<file path="src/rtl/riscv_pkg.sv">
// Shared RV32 definitions for the dual-issue front end.
// Contents:
//   - major opcode constants (instr[6:0])
//   - NOP_INSTR: canonical addi x0,x0,0
//   - instr_entry_t: one queue slot {instr, pc}
//   - op_class_t / classify(): per-opcode register and pipeline properties
package riscv_pkg;

  localparam int XLEN = 32;

  localparam logic [6:0] OP     = 7'b0110011;
  localparam logic [6:0] OP_IMM = 7'b0010011;
  localparam logic [6:0] LOAD   = 7'b0000011;
  localparam logic [6:0] STORE  = 7'b0100011;
  localparam logic [6:0] BRANCH = 7'b1100011;
  localparam logic [6:0] JAL    = 7'b1101111;
  localparam logic [6:0] JALR   = 7'b1100111;
  localparam logic [6:0] LUI    = 7'b0110111;
  localparam logic [6:0] AUIPC  = 7'b0010111;

  localparam logic [31:0] NOP_INSTR = 32'h0000_0013;

  typedef struct packed {
    logic [31:0]     instr;
    logic [XLEN-1:0] pc;
  } instr_entry_t;

  typedef struct packed {
    logic writes_rd;
    logic reads_rs1;
    logic reads_rs2;
    logic is_ctrl;   // redirects fetch: must be the last instruction of a pair
    logic is_load;
    logic is_store;
  } op_class_t;

  function automatic op_class_t classify(input logic [6:0] opcode);
    op_class_t c;
    c = '0;
    // Unknown opcodes are treated as rs1 readers so the dependence check stays conservative.
    c.reads_rs1 = 1'b1;
    case (opcode)
      OP:     begin c.writes_rd = 1'b1; c.reads_rs2 = 1'b1; end
      OP_IMM: c.writes_rd = 1'b1;
      LOAD:   begin c.writes_rd = 1'b1; c.is_load = 1'b1; end
      STORE:  begin c.reads_rs2 = 1'b1; c.is_store = 1'b1; end
      BRANCH: begin c.reads_rs2 = 1'b1; c.is_ctrl = 1'b1; end
      JALR:   begin c.writes_rd = 1'b1; c.is_ctrl = 1'b1; end
      JAL:    begin c.writes_rd = 1'b1; c.is_ctrl = 1'b1; c.reads_rs1 = 1'b0; end
      LUI,
      AUIPC:  begin c.writes_rd = 1'b1; c.reads_rs1 = 1'b0; end
      default: ;
    endcase
    return c;
  endfunction

endpackage

</file>
<file path="src/rtl/pair_check.sv">
// Combinational pairing check for the two oldest queued instructions.
// Ports:
//   instr1  in  32  older instruction (decode pipeline 1)
//   instr2  in  32  younger instruction (decode pipeline 2)
//   hazard  out 1   instr2 must not issue in the same cycle as instr1
module pair_check
  import riscv_pkg::*;
(
  input  logic [31:0] instr1,
  input  logic [31:0] instr2,
  output logic        hazard
);

  op_class_t  c1, c2;
  logic [4:0] rd1;
  logic       raw;

  // funct3/funct7 never influence pairing.
  logic unused_fields;
  assign unused_fields = ^{instr1[31:12], instr2[31:25], instr2[14:0]};

  assign c1  = classify(instr1[6:0]);
  assign c2  = classify(instr2[6:0]);
  assign rd1 = instr1[11:7];

  // x0 is hard-wired, so writing it creates no dependence.
  assign raw = c1.writes_rd && (rd1 != 5'd0) &&
               ((c2.reads_rs1 && (instr2[19:15] == rd1)) ||
                (c2.reads_rs2 && (instr2[24:20] == rd1)));

  // Pipeline 1 owns stores, pipeline 2 owns loads; two memory ops never pair.
  assign hazard = raw
               || c1.is_ctrl
               || ((c1.is_load || c1.is_store) && (c2.is_load || c2.is_store))
               || c2.is_store
               || c1.is_load;

endmodule

</file>
<file path="src/rtl/dual_issue_queue.sv">
// Circular instruction buffer between fetch and dual-pipeline decode.
// Accepts up to two fetched instructions per cycle, presents the oldest one
// or two (show-ahead) and issues the second only when pair_check allows it.
// Ports:
//   clk, rst_n                 clock, async active-low reset
//   in_valid[1:0]              fetch slot valids (bit0 older; bit1 needs bit0)
//   in_instr0/1, in_pc0/1      fetched instructions and PCs, older first
//   in_ready                   at least two free entries
//   stall_d                    decode stalled: hold the pair, dequeue nothing
//   flush                      redirect: empty the queue (beats stall_d, enqueue)
//   InstrD1/2, PCD1/2          presented pair (NOP / 0 when the slot is invalid)
//   ValidD1/2                  slot valids
//   count                      occupancy
module dual_issue_queue
  import riscv_pkg::*;
#(
  parameter int DEPTH = 8,   // power of two, >= 4
  parameter int XLEN  = 32   // must equal riscv_pkg::XLEN (entry layout)
) (
  input  logic                     clk,
  input  logic                     rst_n,
  input  logic [1:0]               in_valid,
  input  logic [31:0]              in_instr0,
  input  logic [31:0]              in_instr1,
  input  logic [XLEN-1:0]          in_pc0,
  input  logic [XLEN-1:0]          in_pc1,
  output logic                     in_ready,
  input  logic                     stall_d,
  input  logic                     flush,
  output logic [31:0]              InstrD1,
  output logic [31:0]              InstrD2,
  output logic [XLEN-1:0]          PCD1,
  output logic [XLEN-1:0]          PCD2,
  output logic                     ValidD1,
  output logic                     ValidD2,
  output logic [$clog2(DEPTH):0]   count
);

  localparam int PW = $clog2(DEPTH);
  localparam int CW = PW + 1;

  instr_entry_t    mem [DEPTH];
  logic [PW-1:0]   hd, tl, hd_p1, tl_p1;
  logic [1:0]      enq, deq;
  instr_entry_t    head1, head2;
  logic            hazard;

  // Pointers wrap naturally at DEPTH because DEPTH is a power of two.
  assign hd_p1 = hd + PW'(1);
  assign tl_p1 = tl + PW'(1);
  assign head1 = mem[hd];
  assign head2 = mem[hd_p1];

  pair_check u_pair_check (
    .instr1 (head1.instr),
    .instr2 (head2.instr),
    .hazard (hazard)
  );

  // in_ready looks at the current count only, so a full-rate enqueue can
  // never overrun the array even when nothing drains in the same cycle.
  assign in_ready = (CW'(DEPTH) - count) >= CW'(2);

  // NOTE: every output of this block gets a value on every path (defaults
  // first), so no latch is inferred.
  always_comb begin
    ValidD1 = 1'b0;
    ValidD2 = 1'b0;
    InstrD1 = NOP_INSTR;
    InstrD2 = NOP_INSTR;
    PCD1    = '0;
    PCD2    = '0;
    enq     = 2'd0;
    deq     = 2'd0;

    ValidD1 = (count != '0);
    ValidD2 = (count >= CW'(2)) && !hazard;
    if (ValidD1) begin
      InstrD1 = head1.instr;
      PCD1    = head1.pc;
    end
    if (ValidD2) begin
      InstrD2 = head2.instr;
      PCD2    = head2.pc;
    end

    if (in_ready && in_valid[0]) enq = in_valid[1] ? 2'd2 : 2'd1;
    if (!stall_d)                deq = {1'b0, ValidD1} + {1'b0, ValidD2};
  end

  // NOTE: state registers use non-blocking assignments so every flop samples
  // the pre-edge values regardless of block ordering.
  always_ff @(posedge clk or negedge rst_n) begin
    if (!rst_n) begin
      hd    <= '0;
      tl    <= '0;
      count <= '0;
    end else if (flush) begin
      hd    <= '0;
      tl    <= '0;
      count <= '0;
    end else begin
      hd    <= hd + PW'(deq);
      tl    <= tl + PW'(enq);
      count <= count + CW'(enq) - CW'(deq);
    end
  end

  // NOTE: the entry array has no reset; its contents are only observed once
  // count says they were written, which keeps it a plain RAM.
  always_ff @(posedge clk) begin
    if (!flush) begin
      if (enq != 2'd0) mem[tl]    <= '{instr: in_instr0, pc: in_pc0};
      if (enq == 2'd2) mem[tl_p1] <= '{instr: in_instr1, pc: in_pc1};
    end
  end

endmodule

</file>
<file path="config.mk">
export PLATFORM = sky130hd
export DESIGN_NAME = dual_issue_queue
export DESIGN_NICKNAME = d
export VERILOG_FILES = /design/src/rtl/riscv_pkg.sv /design/src/rtl/pair_check.sv /design/src/rtl/dual_issue_queue.sv
export SDC_FILE = /design/constraint.sdc
export NUM_CORES = 1
export LEC_CHECK = 0
export CORE_MARGIN = 2
export CORE_UTILIZATION = 40
export DETAILED_ROUTE_END_ITERATION = 7
export GPL_ROUTABILITY_DRIVEN = 0
export GPL_TIMING_DRIVEN = 0
export HOLD_SLACK_MARGIN = 0.12
export MAX_ROUTING_LAYER = met4
export SETUP_SLACK_MARGIN = 0.5
export SLEW_MARGIN = 25
export SYNTH_ARGS = -nofsm -noshare
export SYNTH_HDL_FRONTEND = slang
export SYNTH_HIERARCHICAL = 1
export SYNTH_SLANG_ARGS = --single-unit
</file>
<file path="constraint.sdc">
create_clock -name clk -period 5.7 [get_ports clk]
set_clock_uncertainty 0.2 [all_clocks]
set_input_delay 1.14 -clock clk [delete_from_list [all_inputs] [get_ports clk]]
set_output_delay 1.14 -clock clk [all_outputs]
set_load 0.02 [all_outputs]
</file>
---- Word level (Yosys, flattened, before mapping) ----
Memory sizes are Yosys's and may differ from the RTL's.
Cells that the tools add are included.
storage, ports and cells
  memories kept ........................... 1
  register bits ........................... 10
  memory bits (writable) .................. 512
cells by class
  $add $sub $neg .......................... 8
  equality and inequality tests ........... 19
  multiplexer cells ....................... 24
  reductions and logical operators ........ 22
  magnitude comparators ................... 2
memories
  name  depth  bits a word  read ports  clocked after memory_dff  write ports  RTL line                RTL
  mem   8      64           2           0                         2            dual_issue_queue.sv:42  instr_entry_t mem [DEPTH];
operator list
  kind                                                                                 count
  32-bit two-way mux                                                                   4
  7-bit by 6-bit equality test with 1-bit output, second input constant                6
  7-bit equality test, second input constant                                           5
  7-bit by 5-bit equality test with 1-bit output, second input constant                3
  7-bit by 2-bit equality test with 1-bit output, second input constant                2
  1-bit two-way mux                                                                    14
  5-bit equality test                                                                  2
  3-bit OR reduction                                                                   3
  4-bit by 2-bit greater-or-equal comparator with 1-bit output, second input constant  2
  1-bit logical AND                                                                    7
  1-bit logical OR                                                                     7
  7-bit OR reduction                                                                   1
  3-bit by 1-bit adder with 3-bit output, second input constant                        2
  3-bit by 2-bit adder with 3-bit output                                               2
  2-bit two-way mux                                                                    3
  3-bit two-way mux                                                                    2
  5-bit nonzero test                                                                   1
  4-bit by 2-bit adder with 4-bit output                                               1
  4-bit two-way mux                                                                    1
  4-bit nonzero test                                                                   1
  4-bit by 2-bit subtractor with 4-bit output                                          1
  4-bit subtractor, first input constant                                               1
  1-bit by 1-bit adder with 2-bit output                                               1
  2-bit equality test, second input constant                                           1
  other kinds (2)                                                                      2

---- Depth between registers and ports, before layout ----
An unclocked memory read counts as a cell.
  depth in word-level cells ............... 18
  gate-level depth with buffers ........... 22

---- By module ----
Netlist, hierarchy kept.
modules (own cells, without submodules)
  module            seq. area each (µm²)  area an instance (µm²)  cells an instance  instances
  dual_issue_queue  15625.0               31209.9                 1890               1
  pair_check        0.0                   254.0                   34                 1

---- Worst setup path before layout ----
Ideal clock, no wire load.
  kind .................................... in2reg
  start point ............................. in flush
  end point ............................... mem mem[5][0] (netlist name), enable pin
  arrival time ............................ 5.145 ns
  slack ................................... -0.152 ns
  buffers on the path ..................... 0
  setup time .............................. 0.507 ns
  data required time ...................... 4.993 ns
  stages on the path ...................... 4
  cell sequence ........................... or4bb_1 nor2_2 nand2_1 a21oi_1
RTL lines
  item             RTL line                RTL
  start, declared  dual_issue_queue.sv:29  input logic flush,
  end, declared    dual_issue_queue.sv:42

==> key figures <==
Route
  • Number of routed nets with antenna violations: 0
  • DRC violations left: 0
  • Number of vias per cell: 5.91
  • Via count: between 20000 and 25000
  • Post-detailed-route wirelength per cell: a little over 30 µm
  • Drt first pass iters: 5
  • Number of DRC violations after detailed-routing iteration 0: ~1900
  • Total wire length after detailed routing: between 100 and 150 mm

STA
  • Number of max-slew violations in the final report: 0
  • Final period demand of the worst path: 5.55 ns
  • Maximum clock rate: about 0.18 GHz
  • Setup-violating endpoint count in the final report: 0
  • Final hold slack: about 0.58 ns
  • Actual transition at the worst max-transition pin: about 1 ns
  • Share of the clock period used by the worst path: 97.4%
  • Final hold violation count: 0
  • Unrepaired setup endpoints after global routing: yes
  • Slew Limit Headroom: about a third

Synthesis
  • Number of cells produced by synthesis: 1909
  • Warning count from the yosys run: 6
  • Combined area of all synthesized cells: roughly 0.031 mm²
  • Net Count, Synth: around 2100
  • Post-synthesis area per instance: roughly 16 µm²

Die
  • Area of the core: just under 0.08 mm²
  • Standard-cell row count: 102
  • DIE HEIGHT: ~280 µm
  • Top-Level Pins: between 200 and 300
  • Initial standard-cell utilization of the core: 40.5%
  • Die width: 284 µm
  • DIE AREA: 0.0808 mm²

Setup path
  • Type of the setup path with the least slack: reg -> out
  • Worst reg-to-reg setup slack: roughly 0.32 ns
  • Category of the worst setup path launch point: flip-flop
  • Endpoint required time on the critical path: approximately 4.4 ns
  • Largest driver fanout on the critical path: 7
  • Arrival time at the worst endpoint: approximately 4.2 ns
  • Reg-to-reg endpoint: count[3]
  • Path depth of the worst reg2reg path: 22
  • Worst reg2reg startpoint: hd[1]
  • Type of destination of the critical path: output port

Global route
  • Antenna violations before repair: 17
  • Grt ovf: 0
  • Total GRT Usage: between 20% and 30%
  • Via count of the first global-routing pass: around 21000
  • Maximum number of pins on one net before global-route repair: 18
  • Wire length of the first global-routing pass: ~150 mm

Finish
  • Number of nets in the finished design: approximately 2500
  • Share of cells above drive strength 1: between 50 and 60%
  • Filler-free cell count of the finished design: about 3400
  • Area of all placed cells without fillers: about 0.040 mm²
  • Area growth from synthesis to layout: 28.6%

Power and ir drop
  • Net Sw Power: approximately 7.8 mW
  • Switching fraction of total power: between 30% and 40%
  • Tot Pwr: 20.0 mW
  • Internal portion of total power: around 12 mW
  • Sequential Power Share: between 20% and 30%
  • Leakage: around 14 nW
  • Clock network fraction of total power: 20.0%
  • Power density relative to cell area: just under 500 mW/mm²
  • Maximum resistive drop on vdd: 320 µV
  • Power share of the combinational group: 56.4%

Min path
  • Worst min-delay path startpoint: count[0]
  • Hold EP: count[0]
  • Number of stages on the worst hold path: 2
  • Class of the most critical hold timing path: reg -> reg

CTS
  • Skew-Pair Late Insertion Delay: ~0.67 ns
  • H-tree depth: 2
  • Clock slew at reported path FFs: 0.06 ns
  • TritonCTS buffer count: 61
  • CTS root buf: clkbuf_16
  • Clock Path Buffers: 3
  • CTS tree: yes
  • Clock net sink count: between 500 and 600

Placement
  • Final HPWL DP: a little over 70 mm
  • Number of buffers added on ports: between 200 and 300
  • Post-placement cell area: 0.0366 mm²
  • Instance count after placement with tap cells included: 3258

Job
  • Count of max-cap constraint violations: 0

Outcome
  • Result of the run: completed
## cells in the final DEF, fill, tap and decap left out, types with 42 or more instances in the layout
master and instances:
buf_6 107, mux4_2 256, edfxtp_1 512, clkdlybuf4s50_1 203, clkbuf_16 77, buf_16 42
mux2_2 451, mux2_4 93, nand2_1 155, nor2_1 44, buf_4 52, a21oi_4 59
## critical path, cell delays in order (launching register included)
cell and delay (ns):
dfrtp_2 0.45, buf_12 0.16, buf_12 0.14, buf_4 0.16, mux4_2 0.49, mux2_2 0.32
and3b_1 0.20, a31oi_1 0.17, o22a_1 0.21, nand3_2 0.17, or2_4 0.32, clkbuf_16 0.19
clkbuf_16 0.18, a21oi_4 0.23, buf_6 0.16
## registers in the layout (all words and copies together), names as in the netlist
name / cells
hd: 3
count: 4
mem: 512
tl: 3
## metrics by stage
step,utilization (%),TNS (ns),setup WS [ns]
4_1_cts,51.4,0,0.174
6_report,52.1,0,0.148
2_1_floorplan,-,-38.86,-0.152
3_5_place_dp,47.2,-127.76,-2.09
3_3_place_gp,45.6,-2632.34,-5.09
5_1_grt,52.1,0,0.0773
## metal layers
layer | vias to the layer above | GRT usage (%) | wire, µm
met5 | - | - | 0
met4 | 0 | 8.33 | 3000
met3 | 181 | 5.64 | 7850
met2 | 871 | 42.8 | 51800
met1 | 10700 | 33.2 | 42200
li1 | 8544 | - | -
## power by group through the flow
| stage | logic [mW] | clock network [mW] | registers (mW) |
|---|---|---|---|
| after global routing | 11.8 | 4.20 | 4.73 |
| final | 11.3 | 4.00 | 4.71 |
| after floorplan | 5.40 | 0 | 4.77 |
| after detailed placement | 9.51 | 0 | 4.78 |
| after CTS | 10.8 | 4.05 | 4.70 |
| after global placement | 9.24 | 0 | 4.85 |
## layout make-up
cell class / count / area (µm²)
clock inverters: 43 / 424
clock buffers: 72 / 1590
inverters: 17 / 75.1
diodes: 17 / 42.5
repair buffers: 351 / 4260
well taps: 1040 / 1300
plain buffers: 141 / 1430
fillers: 6527 / 37200
flip-flops and latches: 522 / 15600
multi-input cells: 1229 / 15700
## how the worst max path moves through the flow
stage,depth (start not counted),start,endpoint,slack [ns]
2_1_floorplan,4,flush,mem[5][0],-0.15
3_3_place_gp,5,in_valid[0],mem[7][51],-5.09
3_5_place_dp,15,hd[1],PCD2[31],-2.09
4_1_cts,13,hd[1],InstrD2[30],0.17
5_1_grt,14,hd[0],InstrD2[4],0.08
6_report,14,hd[1],PCD2[31],0.15
## repair_timing
action | CTS | global route
buffers inserted | 24 | 12
pin swaps | 6 | 4
gates resized for setup | 592 | 74
setup endpoints to repair | 118 | 69
gates cloned | 4 | 2
hold buffers | 0 | 0
Note: power is estimated with default switching activity, not from simulation.
